<file path="config.mk">
export PLATFORM = sky130hd
export DESIGN_NAME = csr_file_flat
export DESIGN_NICKNAME = d
export VERILOG_FILES = /design/src/rtl/riscv_pkg.sv /design/src/rtl/csr_wif.sv /design/src/rtl/csr_counter.sv /design/src/rtl/csr_file.sv /design/src/flat_wrapper.sv
export SDC_FILE = /design/constraint.sdc
export NUM_CORES = 1
export LEC_CHECK = 0
export BUFFER_PORTS_ARGS = -buffer_cell sky130_fd_sc_hd__buf_4
export CORE_UTILIZATION = 56
export DETAILED_ROUTE_END_ITERATION = 16
export PLACE_DENSITY = 0.84
export SYNTH_ARGS = -nofsm -noshare
export SYNTH_HDL_FRONTEND = slang
export SYNTH_SLANG_ARGS = --single-unit
</file>
<file path="constraint.sdc">
create_clock -name clk -period 4.62 [get_ports clk]
set_input_delay 0.924 -clock clk [delete_from_list [all_inputs] [get_ports clk]]
set_output_delay 0.924 -clock clk [all_outputs]
set_load 0.05 [all_outputs]
</file>
<file path="src/rtl/riscv_pkg.sv">
// RISC-V machine-mode CSR constants shared by the CSR file and its clients.
// XLEN, CSR addresses, mstatus bit positions and mtvec mode encodings.
package riscv_pkg;
    localparam int XLEN = 32;

    localparam logic [11:0] CSR_MSTATUS   = 12'h300;
    localparam logic [11:0] CSR_MISA      = 12'h301;
    localparam logic [11:0] CSR_MTVEC     = 12'h305;
    localparam logic [11:0] CSR_MSCRATCH  = 12'h340;
    localparam logic [11:0] CSR_MEPC      = 12'h341;
    localparam logic [11:0] CSR_MCAUSE    = 12'h342;
    localparam logic [11:0] CSR_MTVAL     = 12'h343;
    localparam logic [11:0] CSR_MCYCLE    = 12'hB00;
    localparam logic [11:0] CSR_MINSTRET  = 12'hB02;
    localparam logic [11:0] CSR_MCYCLEH   = 12'hB80;
    localparam logic [11:0] CSR_MINSTRETH = 12'hB82;
    localparam logic [11:0] CSR_MHARTID   = 12'hF14;

    localparam int MSTATUS_MIE  = 3;
    localparam int MSTATUS_MPIE = 7;
    localparam int MSTATUS_MPP  = 11;  // LSB of the 2-bit MPP field

    localparam logic [1:0] MTVEC_DIRECT   = 2'd0;
    localparam logic [1:0] MTVEC_VECTORED = 2'd1;

    // MXL in the top two bits, extension 'I' at bit 8.
    localparam logic [XLEN-1:0] MISA_VAL =
        {((XLEN == 64) ? 2'd2 : 2'd1), {(XLEN-11){1'b0}}, 1'b1, 8'h00};

    // Reserved modes (2, 3) collapse to direct; the base is kept as written.
    function automatic logic [XLEN-1:0] mtvec_warl(input logic [XLEN-1:0] v);
        return (v[1:0] > MTVEC_VECTORED) ? {v[XLEN-1:2], MTVEC_DIRECT} : v;
    endfunction
endpackage

</file>
<file path="src/rtl/csr_wif.sv">
// CSR write interface between the committer (req) and the CSR file (rsp).
interface csr_wif;
    import riscv_pkg::*;
    logic [11:0]     addr;
    logic [XLEN-1:0] data;
    logic [XLEN-1:0] pc;
    logic [XLEN-1:0] cause;
    logic            trap;
    logic            valid;

    modport req (output addr, data, pc, cause, trap, valid);
    modport rsp (input  addr, data, pc, cause, trap, valid);
endinterface

</file>
<file path="src/rtl/csr_counter.sv">
// 64-bit counter with increment enable and independent lo/hi write enables.
// Any write that cycle suppresses the increment; the unwritten half holds.
module csr_counter (
    input  logic        i_clk,
    input  logic        i_rst,
    input  logic        i_inc,
    input  logic        i_we_lo,
    input  logic        i_we_hi,
    input  logic [31:0] i_wdata_lo,
    input  logic [31:0] i_wdata_hi,
    output logic [63:0] o_count
);
    logic [63:0] r_count;

    always_ff @(posedge i_clk) begin
        if (i_rst) begin
            r_count <= '0;
        end else if (i_we_lo || i_we_hi) begin
            if (i_we_lo) r_count[31:0]  <= i_wdata_lo;
            if (i_we_hi) r_count[63:32] <= i_wdata_hi;
        end else if (i_inc) begin
            r_count <= r_count + 64'd1;
        end
    end

    assign o_count = r_count;
endmodule

</file>
<file path="src/rtl/csr_file.sv">
// Machine-mode CSR file: trap CSRs, mcycle/minstret, write/trap port from the
// committer and a combinational read port for the register-read stage.
module csr_file
    import riscv_pkg::*;
#(
    parameter logic [XLEN-1:0] RESET_MTVEC = '0,
    parameter logic [XLEN-1:0] HART_ID     = '0
) (
    input  logic            clk,
    input  logic            rst,
    csr_wif.rsp             wbcsr_wif,
    input  logic [11:0]     rd_addr,
    output logic [XLEN-1:0] rd_data,
    output logic            rd_illegal,
    input  logic            retire,
    output logic [XLEN-1:0] mtvec_o,
    output logic [XLEN-1:0] mepc_o,
    output logic            mie_o
);
    logic            r_mie, r_mpie;
    logic [XLEN-1:0] r_mtvec, r_mscratch, r_mepc, r_mcause, r_mtval;
    logic            w_wr, w_trap;
    logic [63:0]     w_cyc, w_ins;
    logic [31:0]     w_wlo, w_whi;
    logic            w_cyc_we_lo, w_cyc_we_hi, w_ins_we_lo, w_ins_we_hi;

    assign w_wr   = wbcsr_wif.valid && !wbcsr_wif.trap;
    assign w_trap = wbcsr_wif.valid &&  wbcsr_wif.trap;

    always_ff @(posedge clk) begin
        if (rst) begin
            r_mie      <= 1'b0;
            r_mpie     <= 1'b0;
            r_mtvec    <= mtvec_warl(RESET_MTVEC);
            r_mscratch <= '0;
            r_mepc     <= '0;
            r_mcause   <= '0;
            r_mtval    <= '0;
        end else if (w_trap) begin
            r_mepc   <= {wbcsr_wif.pc[XLEN-1:2], 2'b00};
            r_mcause <= wbcsr_wif.cause;
            r_mtval  <= '0;
            r_mpie   <= r_mie;
            r_mie    <= 1'b0;
        end else if (w_wr) begin
            case (wbcsr_wif.addr)
                CSR_MSTATUS: begin
                    r_mie  <= wbcsr_wif.data[MSTATUS_MIE];
                    r_mpie <= wbcsr_wif.data[MSTATUS_MPIE];
                end
                CSR_MTVEC:    r_mtvec    <= mtvec_warl(wbcsr_wif.data);
                CSR_MSCRATCH: r_mscratch <= wbcsr_wif.data;
                CSR_MEPC:     r_mepc     <= {wbcsr_wif.data[XLEN-1:2], 2'b00};
                CSR_MCAUSE:   r_mcause   <= wbcsr_wif.data;
                CSR_MTVAL:    r_mtval    <= wbcsr_wif.data;
                default: ;
            endcase
        end
    end

    // On RV64 the low-address write covers the whole counter; on RV32 the
    // *h address owns the upper word.
    assign w_wlo = wbcsr_wif.data[31:0];
    assign w_whi = (XLEN == 64) ? 32'(64'(wbcsr_wif.data) >> 32) : wbcsr_wif.data[31:0];

    assign w_cyc_we_lo = w_wr && (wbcsr_wif.addr == CSR_MCYCLE);
    assign w_cyc_we_hi = w_wr && ((XLEN == 64) ? (wbcsr_wif.addr == CSR_MCYCLE)
                                               : (wbcsr_wif.addr == CSR_MCYCLEH));
    assign w_ins_we_lo = w_wr && (wbcsr_wif.addr == CSR_MINSTRET);
    assign w_ins_we_hi = w_wr && ((XLEN == 64) ? (wbcsr_wif.addr == CSR_MINSTRET)
                                               : (wbcsr_wif.addr == CSR_MINSTRETH));

    csr_counter u_mcycle (
        .i_clk(clk), .i_rst(rst), .i_inc(1'b1),
        .i_we_lo(w_cyc_we_lo), .i_we_hi(w_cyc_we_hi),
        .i_wdata_lo(w_wlo), .i_wdata_hi(w_whi), .o_count(w_cyc)
    );

    csr_counter u_minstret (
        .i_clk(clk), .i_rst(rst), .i_inc(retire),
        .i_we_lo(w_ins_we_lo), .i_we_hi(w_ins_we_hi),
        .i_wdata_lo(w_wlo), .i_wdata_hi(w_whi), .o_count(w_ins)
    );

    always_comb begin
        rd_data    = '0;
        rd_illegal = 1'b0;
        case (rd_addr)
            CSR_MSTATUS: begin
                rd_data[MSTATUS_MIE]      = r_mie;
                rd_data[MSTATUS_MPIE]     = r_mpie;
                rd_data[MSTATUS_MPP +: 2] = 2'b11;
            end
            CSR_MISA:     rd_data = MISA_VAL;
            CSR_MTVEC:    rd_data = r_mtvec;
            CSR_MSCRATCH: rd_data = r_mscratch;
            CSR_MEPC:     rd_data = r_mepc;
            CSR_MCAUSE:   rd_data = r_mcause;
            CSR_MTVAL:    rd_data = r_mtval;
            CSR_MCYCLE:   rd_data = XLEN'(w_cyc);
            CSR_MINSTRET: rd_data = XLEN'(w_ins);
            CSR_MCYCLEH: begin
                if (XLEN == 32) rd_data = XLEN'(w_cyc >> 32);
                else            rd_illegal = 1'b1;
            end
            CSR_MINSTRETH: begin
                if (XLEN == 32) rd_data = XLEN'(w_ins >> 32);
                else            rd_illegal = 1'b1;
            end
            CSR_MHARTID:  rd_data = HART_ID;
            default:      rd_illegal = 1'b1;
        endcase
    end

    assign mtvec_o = r_mtvec;
    assign mepc_o  = r_mepc;
    assign mie_o   = r_mie;
endmodule
</file>
<file path="src/flat_wrapper.sv">
// flat-port wrapper written by rule: the top's interface ports become plain ports
module csr_file_flat import riscv_pkg::*;
#(
    parameter logic [XLEN-1:0] RESET_MTVEC = '0,
    parameter logic [XLEN-1:0] HART_ID     = '0
)
  (clk, rst, rd_addr, rd_data, rd_illegal, retire, mtvec_o, mepc_o, mie_o, wbcsr_wif_addr, wbcsr_wif_data, wbcsr_wif_pc, wbcsr_wif_cause, wbcsr_wif_trap, wbcsr_wif_valid);
  csr_wif wbcsr_wif_i ();
  input  logic clk;
  input  logic rst;
  input  logic [11:0] rd_addr;
  output logic [XLEN-1:0] rd_data;
  output logic rd_illegal;
  input  logic retire;
  output logic [XLEN-1:0] mtvec_o;
  output logic [XLEN-1:0] mepc_o;
  output logic mie_o;
  input wire logic [$bits(wbcsr_wif_i.addr)-1:0] wbcsr_wif_addr;
  input wire logic [$bits(wbcsr_wif_i.data)-1:0] wbcsr_wif_data;
  input wire logic [$bits(wbcsr_wif_i.pc)-1:0] wbcsr_wif_pc;
  input wire logic [$bits(wbcsr_wif_i.cause)-1:0] wbcsr_wif_cause;
  input wire logic [$bits(wbcsr_wif_i.trap)-1:0] wbcsr_wif_trap;
  input wire logic [$bits(wbcsr_wif_i.valid)-1:0] wbcsr_wif_valid;
  assign wbcsr_wif_i.addr = wbcsr_wif_addr;
  assign wbcsr_wif_i.data = wbcsr_wif_data;
  assign wbcsr_wif_i.pc = wbcsr_wif_pc;
  assign wbcsr_wif_i.cause = wbcsr_wif_cause;
  assign wbcsr_wif_i.trap = wbcsr_wif_trap;
  assign wbcsr_wif_i.valid = wbcsr_wif_valid;
  csr_file #(.RESET_MTVEC(RESET_MTVEC), .HART_ID(HART_ID)) u_core (.clk(clk), .rst(rst), .wbcsr_wif(wbcsr_wif_i), .rd_addr(rd_addr), .rd_data(rd_data), .rd_illegal(rd_illegal), .retire(retire), .mtvec_o(mtvec_o), .mepc_o(mepc_o), .mie_o(mie_o));
endmodule
</file>
**Yosys cells after proc, flatten, opt, wreduce, memory -nomap -nowiden**

Cells that the tools add are included.

- Bits in registers: 288
- Bits of input ports: 125
- Output and inout bits: 98
- Logic and storage cells: 91

- Add/subtract/negate cells: 2
- Magnitude comparators: 1
- Equal/unequal tests: 26
- Multiplexer cells: 25
- Bitwise logic cells: 1
- Reduce and logical (&&, ||, !) cells: 25

Operators with widths:

| operator | number |
|---|---|
| $mux 32 | 10 |
| $mux 64 | 3 |
| $pmux 19 s10 | 1 |
| $eq 12x10->1 const B | 13 |
| $add 64x1->64 const B | 2 |
| $eq 12x12->1 const B | 9 |
| $pmux 3 s9 | 2 |
| $pmux 3 s10 | 1 |
| $pmux 1 s10 | 2 |
| $pmux 2 s10 | 1 |
| $reduce_and 2->1 | 7 |
| $reduce_or 12->1 | 1 |
| $reduce_bool 2->1 | 5 |
| $ne 2x2->1 const B | 4 |
| $logic_and 1x1->1 | 6 |
| $reduce_and 3->1 | 2 |
| $mux 1 | 4 |
| $gt 2x1->1 const B | 1 |
| $logic_or 1x1->1 | 2 |
| $mux 2 | 1 |
| $reduce_or 2->1 | 1 |
| $logic_not 1->1 | 1 |
| $not 1->1 | 1 |

**Depth between registers and ports, before layout**

Gate-level depths: netlist (run 1).

- Depth in word-level cells: 6
- Mapped depth: 9
- Depth with buffers taken out: 7

**Modules after synthesis**

From an unflattened synthesis (run 1), not the netlist that was laid out.

- Cell total of the unflattened synthesis: 2,210
- Area total of the unflattened synthesis: 17,236.5 µm²

Modules (own cells, without submodules):

| module | times used | cells an instance | area each (µm²) | seq. area each (µm²) |
|---|---|---|---|---|
| csr_file | 1 | 1,145 | 8,998.6 | 3,203.1 |
| csr_counter (u_core.u_minstret) | 1 | 548 | 4,206.5 | 1,281.2 |
| csr_counter (u_core.u_mcycle) | 1 | 517 | 4,031.4 | 1,281.2 |

**Worst setup path after synthesis (run 1)**

No wires, ideal clock.

- Kind: input to output
- Start: input rd_addr[1]
- End: output rd_illegal
- Data arrival time: 3.128 ns
- Data required time: 3.696 ns
- Setup slack: 0.568 ns
- Stages on the path: 6
- Buffers on the path: 2
- Path through: clkbuf_1 nor3_1 and4_1 clkbuf_1 a2111oi_0 a21boi_0

- Word-level cells in the longest chain between the ends: 3
- Elaborated cells on any way between the ends: 14
- Classes of those cells: eq/ne: 12; mux: 1; reduce/logical: 1

Ends and longest elaborated chain:

| element | RTL line | source |
|---|---|---|
| from (decl) | flat_wrapper.sv:11 | `input logic [11:0] rd_addr;` |
| $eq 12x12->1 / $eq 12x10->1 (equally long branches) | csr_file.sv:88 | `case (rd_addr)` |
| $reduce_or 12->1 (no source line) * | -- |  |
| $mux 1 * | -- |  |
| to (decl) | flat_wrapper.sv:13 | `output logic rd_illegal;` |

Every way passes the cells marked *; elsewhere a longest branch is shown, timed or not.

**Worst setup path in the final report (run 1)**

- Start: input rd_addr[6]
- End: output rd_data[25]

- Word-level cells in the longest chain between the ends: 2
- Elaborated cells on any way between the ends: 11
- Classes of those cells: eq/ne: 10; mux: 1

Ends and longest elaborated chain:

| element | RTL line | source |
|---|---|---|
| $eq 12x12->1 / $eq 12x10->1 (equally long branches) | csr_file.sv:88 |  |
| $pmux 19 s10 * | csr_file.sv:88 |  |
| to (decl) | flat_wrapper.sv:12 | `output logic [XLEN-1:0] rd_data;` |

Marked as above.

==> results of run 1 <==
==> routing by layer <==
layer / up-vias / wire, um / global-route usage
met5: - / 0 / 0.00481
met4: 0 / 4420 / 0.251
met3: 340 / 11900 / 0.126
met2: 1715 / 29500 / 0.671
met1: 8919 / 24200 / 0.583
li1: 8320 / - / -
==> cell usage after synthesis, types with 11 or more instances <==
library cell | count | area [um^2]
mux2i_1 | 54 | 541
or3_1 | 15 | 93.8
o21ai_1 | 15 | 75.1
a211oi_1 | 17 | 128
nor2_1 | 196 | 736
nor4_1 | 30 | 188
a222oi_1 | 33 | 330
a21oi_1 | 162 | 811
nor2b_1 | 12 | 75.1
dfxtp_1 | 288 | 5770
nand4_1 | 61 | 382
a31oi_1 | 38 | 238
nor3_1 | 46 | 230
a221oi_1 | 27 | 236
and2_1 | 15 | 93.8
buf_2 | 39 | 195
and4_1 | 20 | 175
inv_1 | 13 | 48.8
nand2b_1 | 11 | 68.8
o21ai_0 | 104 | 521
o22ai_1 | 23 | 144
and3_1 | 34 | 213
clkbuf_1 | 164 | 616
nand3_1 | 101 | 505
nand2_1 | 344 | 1290
a32oi_1 | 13 | 114
a22oi_1 | 137 | 1030
==> cells in the final DEF, fill, tap and decap left out, types with 14 or more instances in the layout <==
cell,n
a211oi_1,17
o22ai_1,23
a31oi_1,38
buf_4,269
and2_1,15
a222oi_1,33
mux2i_1,54
dfxtp_1,288
and3_1,34
and4_1,19
clkbuf_16,31
o21ai_0,104
o21ai_1,14
a221oi_1,27
nor4_1,28
nand4_1,61
a22oi_1,137
or3_1,15
nor2_1,190
a21oi_1,162
nand2_1,344
nor3_1,45
nand3_1,101
==> final timing paths <==
kind	startpoint	endpoint	slack, ps
worst max-delay path	rd_addr[6]	rd_data[25]	400
worst min-delay path	u_core.r_mscratch[4]	u_core.r_mscratch[4]	450
worst max register to register	u_core.u_mcycle.o_count[13]	u_core.u_mcycle.o_count[58]	1280
worst min register to register	u_core.r_mscratch[4]	u_core.r_mscratch[4]	450
==> logic make-up after synthesis <==
kind of cell    Yosys count  synth area share
simple gates            953             0.286
compound gates          643             0.262
flops                   288             0.352
mux                      62            0.0385
buf+inv                 227            0.0565
other cells               1          0.000229
xor+xnor                  8           0.00427
fa+ha+maj                 2           0.00153
==> flip-flops by register name (all words and copies together), names as in the netlist <==
name,cells
u_core.mie_o,1
u_core.r_mpie,1
u_core.u_mcycle.o_count,64
u_core.mtvec_o,32
u_core.mepc_o,30
u_core.r_mtval,32
u_core.u_minstret.o_count,64
u_core.r_mcause,32
u_core.r_mscratch,32
==> cell type report <==
type                            instances  area share
Antenna cell                            1    0.000130
Clock buffer                           38      0.0442
Clock inverter                         19      0.0149
Inverter                               13     0.00253
Multi-Input combinational cell       1670       0.507
Sequential cell                       288       0.299
Tap cell                              384      0.0249
Timing Repair Buffer                  272       0.107
==> metrics by stage <==
step / utilization / std cells / hold WS, ps
after floorplan: - / 2185 / 431
after global placement: 0.630 / 2627 / 437
after detailed placement: 0.630 / 2627 / 444
after CTS: 0.670 / 2684 / 452
after global routing: 0.670 / 2684 / 470
final: 0.670 / 2685 / 453
==> power by group through the flow <==
stage,logic (uW),registers (uW),clock network (uW)
after floorplan,190,2630,0
after global placement,425,2600,0
after detailed placement,432,2600,0
after CTS,433,2540,2780
after global routing,466,2550,2900
final,455,2550,2800
==> worst register-to-register path: stages, from the launching register on <==
cell and delay, ps:
dfxtp_1 440, and4_1 390, nand4_1 530, nor3_2 830, nand3_1 370, or4_1 500, a31oi_1 210
==> summary.md, run 1 <==
| Metric | Value |
|---|---|
| Final min period | `4220 ps` |
| Clk buf depth | `3` |
| Worst endpoint required time | `3700 ps` |
| Setup TNS | `0 ps` |
| Max Cap Viol | `0` |
| Worst Path Buf+Inv | `3` |
| Final hold violation count | `0` |
| Drt wl/cell | `26.1 um` |
| Post-CTS Setup Inserts | `0` |
| Slew @ Worst Pin | `1290 ps` |
| Crit Path Max Fanout | `14` |
| Logic pwr share | `0.078` |
| Leakage | `0.00657 uW` |
| Post-Synthesis Cells | `2184` |
| Dpl ws | `501 ps` |
| Placeable core region | `0.0288 mm^2` |
| Worst path slowest cell | `or4_1` |
| Row count | `62` |
| Clk_lat worst skew | `580 ps` |
| Crit path max-delay family | `simple AND/OR/NAND/NOR gates` |
| EDFF count, synth | `0` |
| Chip height | `173 um` |
| Distinct cells, synth | `83` |
| Initial DRC count | `3646` |
| Total clock buffers created by CTS | `31` |
| Slew margin rel. | `0.137` |
| Port Buf Inserts | `218` |
| H-tree depth | `1` |
| Top_reg_cell synth | `dfxtp_1` |
| R2R depth | `6` |
| Sequential area share after synthesis | `0.352` |
| GRT overflow | `0` |
| Setup WS post-layout | `402 ps` |
| Cell mode on critical path | `buf_4` |
| Seq. cell area | `0.00577 mm^2` |
| Routed vias | `19.3k` |
| Final setup viols | `0` |
| Max incr delay on CP | `600 ps` |
| PD cells | `301 mW/mm^2` |
| Design area | `0.0193 mm^2` |
| DR DRC count | `0` |
| Number of synthesized register bits | `288` |
| Synthesized area | `0.0164 mm^2` |
| Total power draw | `5800 uW` |
| Sequential power share | `0.439` |
| Post-cts sizing count | `0` |
| Dpl hpwl | `49000 um` |
| Num Clock Sinks | `288` |
| Min-Delay Path Class | `flip-flop to flip-flop` |
| Final Max Tran Viols | `0` |
| Levels on crit path | `8` |
| Die Wd | `173 um` |
| Area of the multi-input gates | `0.00977 mm^2` |
| Routability cong. | `1.03` |
| Initial core utilization | `0.570` |
| Switching Share | `0.249` |
| Nets | `2403` |
| Post-Syn Area per Cell | `7.51 um^2` |
| RSZ-0062 raised after global routing | `no` |
| Worst Path Arrival | `3290 ps` |
| Clock Power Share | `0.483` |
| Asr flop ratio synth | `0` |
| Kind of critical path | `input pin to primary output` |
| CTS Hold Bufs | `0` |
| Fmax achieved | `0.237 GHz` |
| Status | `finished, final reports clean` |
| Largest net degree at the start of global routing | `99` |
| Worst setup SP type | `input pin` |
| Layout cell share with drive strength beyond 1 | `0.163` |
| Internal power | `4360 uW` |
| Number of routed nets with antenna violations | `0` |
| Vias per inst | `7.19` |
| Die ar. | `0.0300 mm^2` |
| Initial antenna violation count | `1` |
| Crit-path cells | `buf_4 -> or4_1 -> nor3_1 -> and4_1 -> buf_4 -> a222oi_1 -> nand3_1 -> buf_4` |
| Switch Pwr | `1450 uW` |
| Vias in the first global route | `18.0k` |
| Filler Cell Count | `2404` |
| Router iterations before antenna repair | `13` |
| Worst-path clk slew | `60 ps` |
| DP Area | `0.0181 mm^2` |
| Layout Skew | `11.3 ps` |
| Crit. End Element | `primary output` |
| Area delta synth->final | `17.6%` |
| CTS tree | `built` |
| Io pins | `223` |
| GRT Util Overall | `0.449` |
| Hold Path Stages | `2` |
| Global-route wire length before repair | `105000 um` |
| Max IR drop VDD | `0.000305 V` |
| Final period util | `0.913` |
| Drt total wl | `70000 um` |
| Ys Warns | `0` |
| Root buffer cell | `clkbuf_16` |
Power figures use the tool's default switching activity.
==> inputs of run 2 (changes only) <==
--- a/config.mk
+++ b/config.mk
@@ -6,9 +6,9 @@
 export NUM_CORES = 1
 export LEC_CHECK = 0
 export BUFFER_PORTS_ARGS = -buffer_cell sky130_fd_sc_hd__buf_4
-export CORE_UTILIZATION = 56
+export CORE_UTILIZATION = 40
 export DETAILED_ROUTE_END_ITERATION = 16
-export PLACE_DENSITY = 0.84
+export PLACE_DENSITY = 0.65
 export SYNTH_ARGS = -nofsm -noshare
 export SYNTH_HDL_FRONTEND = slang
 export SYNTH_SLANG_ARGS = --single-unit
==> run 2 against run 1 <==
Net effect: count of clock-buffer cells in the layout rose by 6; sequential share of layout area fell by 0.35 points; routed wire length rose by 7.6%; maximum frequency rose by 1.3%; global-route usage fell by 10 points.
==> summary.md, run 2 (same netlist as run 1, synthesis figures left out) <==
| Metric | Value |
|---|---|
| Status | `finished, final reports clean (unchanged)` |
| Most common cell after layout, fill and taps aside | `nand2_1 (unchanged)` |
| Root buffer cell | `clkbuf_16 (unchanged)` |
| Logic pwr share | `0.078 (about the same)` |
| Worst-path clk slew | `60 ps (about the same)` |
| Dpl hpwl | `53500 um (was 49000 um)` |
| Initial antenna violation count | `4 (was 1)` |
| Switching Share | `0.255 (was 0.249)` |
| Met1 usage | `0.463 (was 0.583)` |
| Clk buf depth | `3 (unchanged)` |
| GRT overflow | `0 (unchanged)` |
| Global route hottest layer | `met2 (unchanged)` |
| Commonest non-fill, non-tap cells in the layout | `nand2_1, dfxtp_1, buf_4 (unchanged)` |
| Slew @ Worst Pin | `1240 ps (was 1290 ps)` |
| Max Cap Viol | `0 (unchanged)` |
| Initial core utilization | `0.409 (was 0.570)` |
| Design area | `0.0195 mm^2 (was 0.0193 mm^2)` |
| Final min period | `4160 ps (was 4220 ps)` |
| Min-Delay Path Class | `flip-flop to flip-flop (unchanged)` |
| Sequential power share | `0.433 (was 0.439)` |
| Row count | `73 (was 62)` |
| CTS tree | `built (unchanged)` |
| Vias in the first global route | `17.5k (was 18.0k)` |
| Final setup viols | `0 (unchanged)` |
| Crit Path Max Fanout | `30 (was 14)` |
| Chip height | `204 um (was 173 um)` |
| Crit. End Element | `primary output (unchanged)` |
| Final hold violation count | `0 (unchanged)` |
| Routed vias | `19.0k (was 19.3k)` |
| Area delta synth->final | `19.0% (was 17.6%)` |
| Worst endpoint required time | `3700 ps (about the same)` |
| Post-CTS Setup Inserts | `0 (unchanged)` |
| Total clock buffers created by CTS | `34 (was 31)` |
| GRT Util Overall | `0.349 (was 0.449)` |
| Clock Power Share | `0.489 (was 0.483)` |
| DR DRC count | `0 (unchanged)` |
| Slew margin rel. | `0.165 (was 0.137)` |
| Global-route wire length before repair | `111000 um (was 105000 um)` |
| Layout cell share with drive strength beyond 1 | `0.163 (about the same)` |
| Drt wl/cell | `26.6 um (was 26.1 um)` |
| Drt total wl | `75300 um (was 70000 um)` |
| Die ar. | `0.0418 mm^2 (was 0.0300 mm^2)` |
| Largest net degree at the start of global routing | `76 (was 99)` |
| Port Buf Inserts | `218 (unchanged)` |
| Worst setup SP type | `input pin (unchanged)` |
| Nets | `2411 (was 2403)` |
| Switch Pwr | `1500 uW (was 1450 uW)` |
| RSZ-0062 raised after global routing | `no (unchanged)` |
| Leakage | `0.00661 uW (was 0.00657 uW)` |
| Fmax achieved | `0.240 GHz (was 0.237 GHz)` |
| H-tree depth | `2 (was 1)` |
| Placeable core region | `0.0401 mm^2 (was 0.0288 mm^2)` |
| DP Area | `0.0183 mm^2 (was 0.0181 mm^2)` |
| Max IR drop VDD | `0.000218 V (was 0.000305 V)` |
| Kind of critical path | `input pin to primary output (unchanged)` |
| Post-cts sizing count | `0 (unchanged)` |
| Vias per inst | `6.69 (was 7.19)` |
| Internal power | `4380 uW (was 4360 uW)` |
| Num Clock Sinks | `288 (unchanged)` |
| Router iterations before antenna repair | `8 (was 13)` |
| Number of routed nets with antenna violations | `0 (unchanged)` |
| Final Max Tran Viols | `0 (unchanged)` |
| Worst Path Arrival | `3240 ps (was 3290 ps)` |
| PD cells | `301 mW/mm^2 (about the same)` |
| Routability cong. | `0.999 (was 1.03)` |
| CTS Hold Bufs | `0 (unchanged)` |
| Io pins | `223 (unchanged)` |
| Die Wd | `204 um (was 173 um)` |
| GR Layer Usage met2 | `0.542 (was 0.671)` |
| Filler Cell Count | `3866 (was 2404)` |
| Final period util | `0.901 (was 0.913)` |
| Met3 GRT Util | `0.0684 (was 0.126)` |
| Setup TNS | `0 ps (unchanged)` |
| Initial DRC count | `2872 (was 3646)` |
| Layout Skew | `21.0 ps (was 11.3 ps)` |
| Clk_lat worst skew | `550 ps (was 580 ps)` |
[run 2: worst paths after layout]
check                           depth (start not counted)                        from  slack [ps]                           to
worst max-delay path                                    8                  rd_addr[0]         460                  rd_data[20]
worst min-delay path                                    2        u_core.r_mscratch[6]         450         u_core.r_mscratch[6]
worst max register to register                          7  u_core.u_mcycle.o_count[0]        1420  u_core.u_mcycle.o_count[62]
worst min register to register                          2        u_core.r_mscratch[6]         450         u_core.r_mscratch[6]
[run 2: metal layers]
metal / routed length (um) / vias to the layer above
li1: - / 8332
met1: 29500 / 9115
met2: 33900 / 1285
met3: 8470 / 220
met4: 3460 / 0
met5: 0 / -
[run 2: cell type report]
type | count | area, um^2 | share of cell area
well taps | 525 | 657 | 0.0337
clock inverters | 14 | 219 | 0.0112
clock buffers | 44 | 940 | 0.0482
multi-input cells | 1670 | 9770 | 0.501
repair buffers | 277 | 2100 | 0.107
diodes | 4 | 10.0 | 0.000513
flip-flops and latches | 288 | 5770 | 0.296
inverters | 13 | 48.8 | 0.00250
[run 2: critical path, stage by stage]
cell	delay (ps)
buf_4	150
nor4b_1	720
nand2_1	250
nor2_2	140
buf_4	340
a22oi_1	260
nand3_1	200
buf_4	220
[run 2: metrics by stage]
stage	worst slack (ps)	utilization	hold slack, ps	std cells	total power, uW
2_1_floorplan	568	-	431	2185	2820
3_3_place_gp	609	0.457	438	2773	3040
3_5_place_dp	572	0.457	445	2773	3040
4_1_cts	572	0.486	452	2831	5870
5_1_grt	375	0.486	462	2834	6010
6_report	458	0.486	452	2835	5880
[run 2: power groups by stage]
stage | Combinational (uW) | Clock [uW] | Sequential (uW)
6_report | 458 | 2880 | 2550
5_1_grt | 472 | 2990 | 2550
4_1_cts | 446 | 2880 | 2540
3_5_place_dp | 445 | 0 | 2600
3_3_place_gp | 441 | 0 | 2600
2_1_floorplan | 190 | 0 | 2630
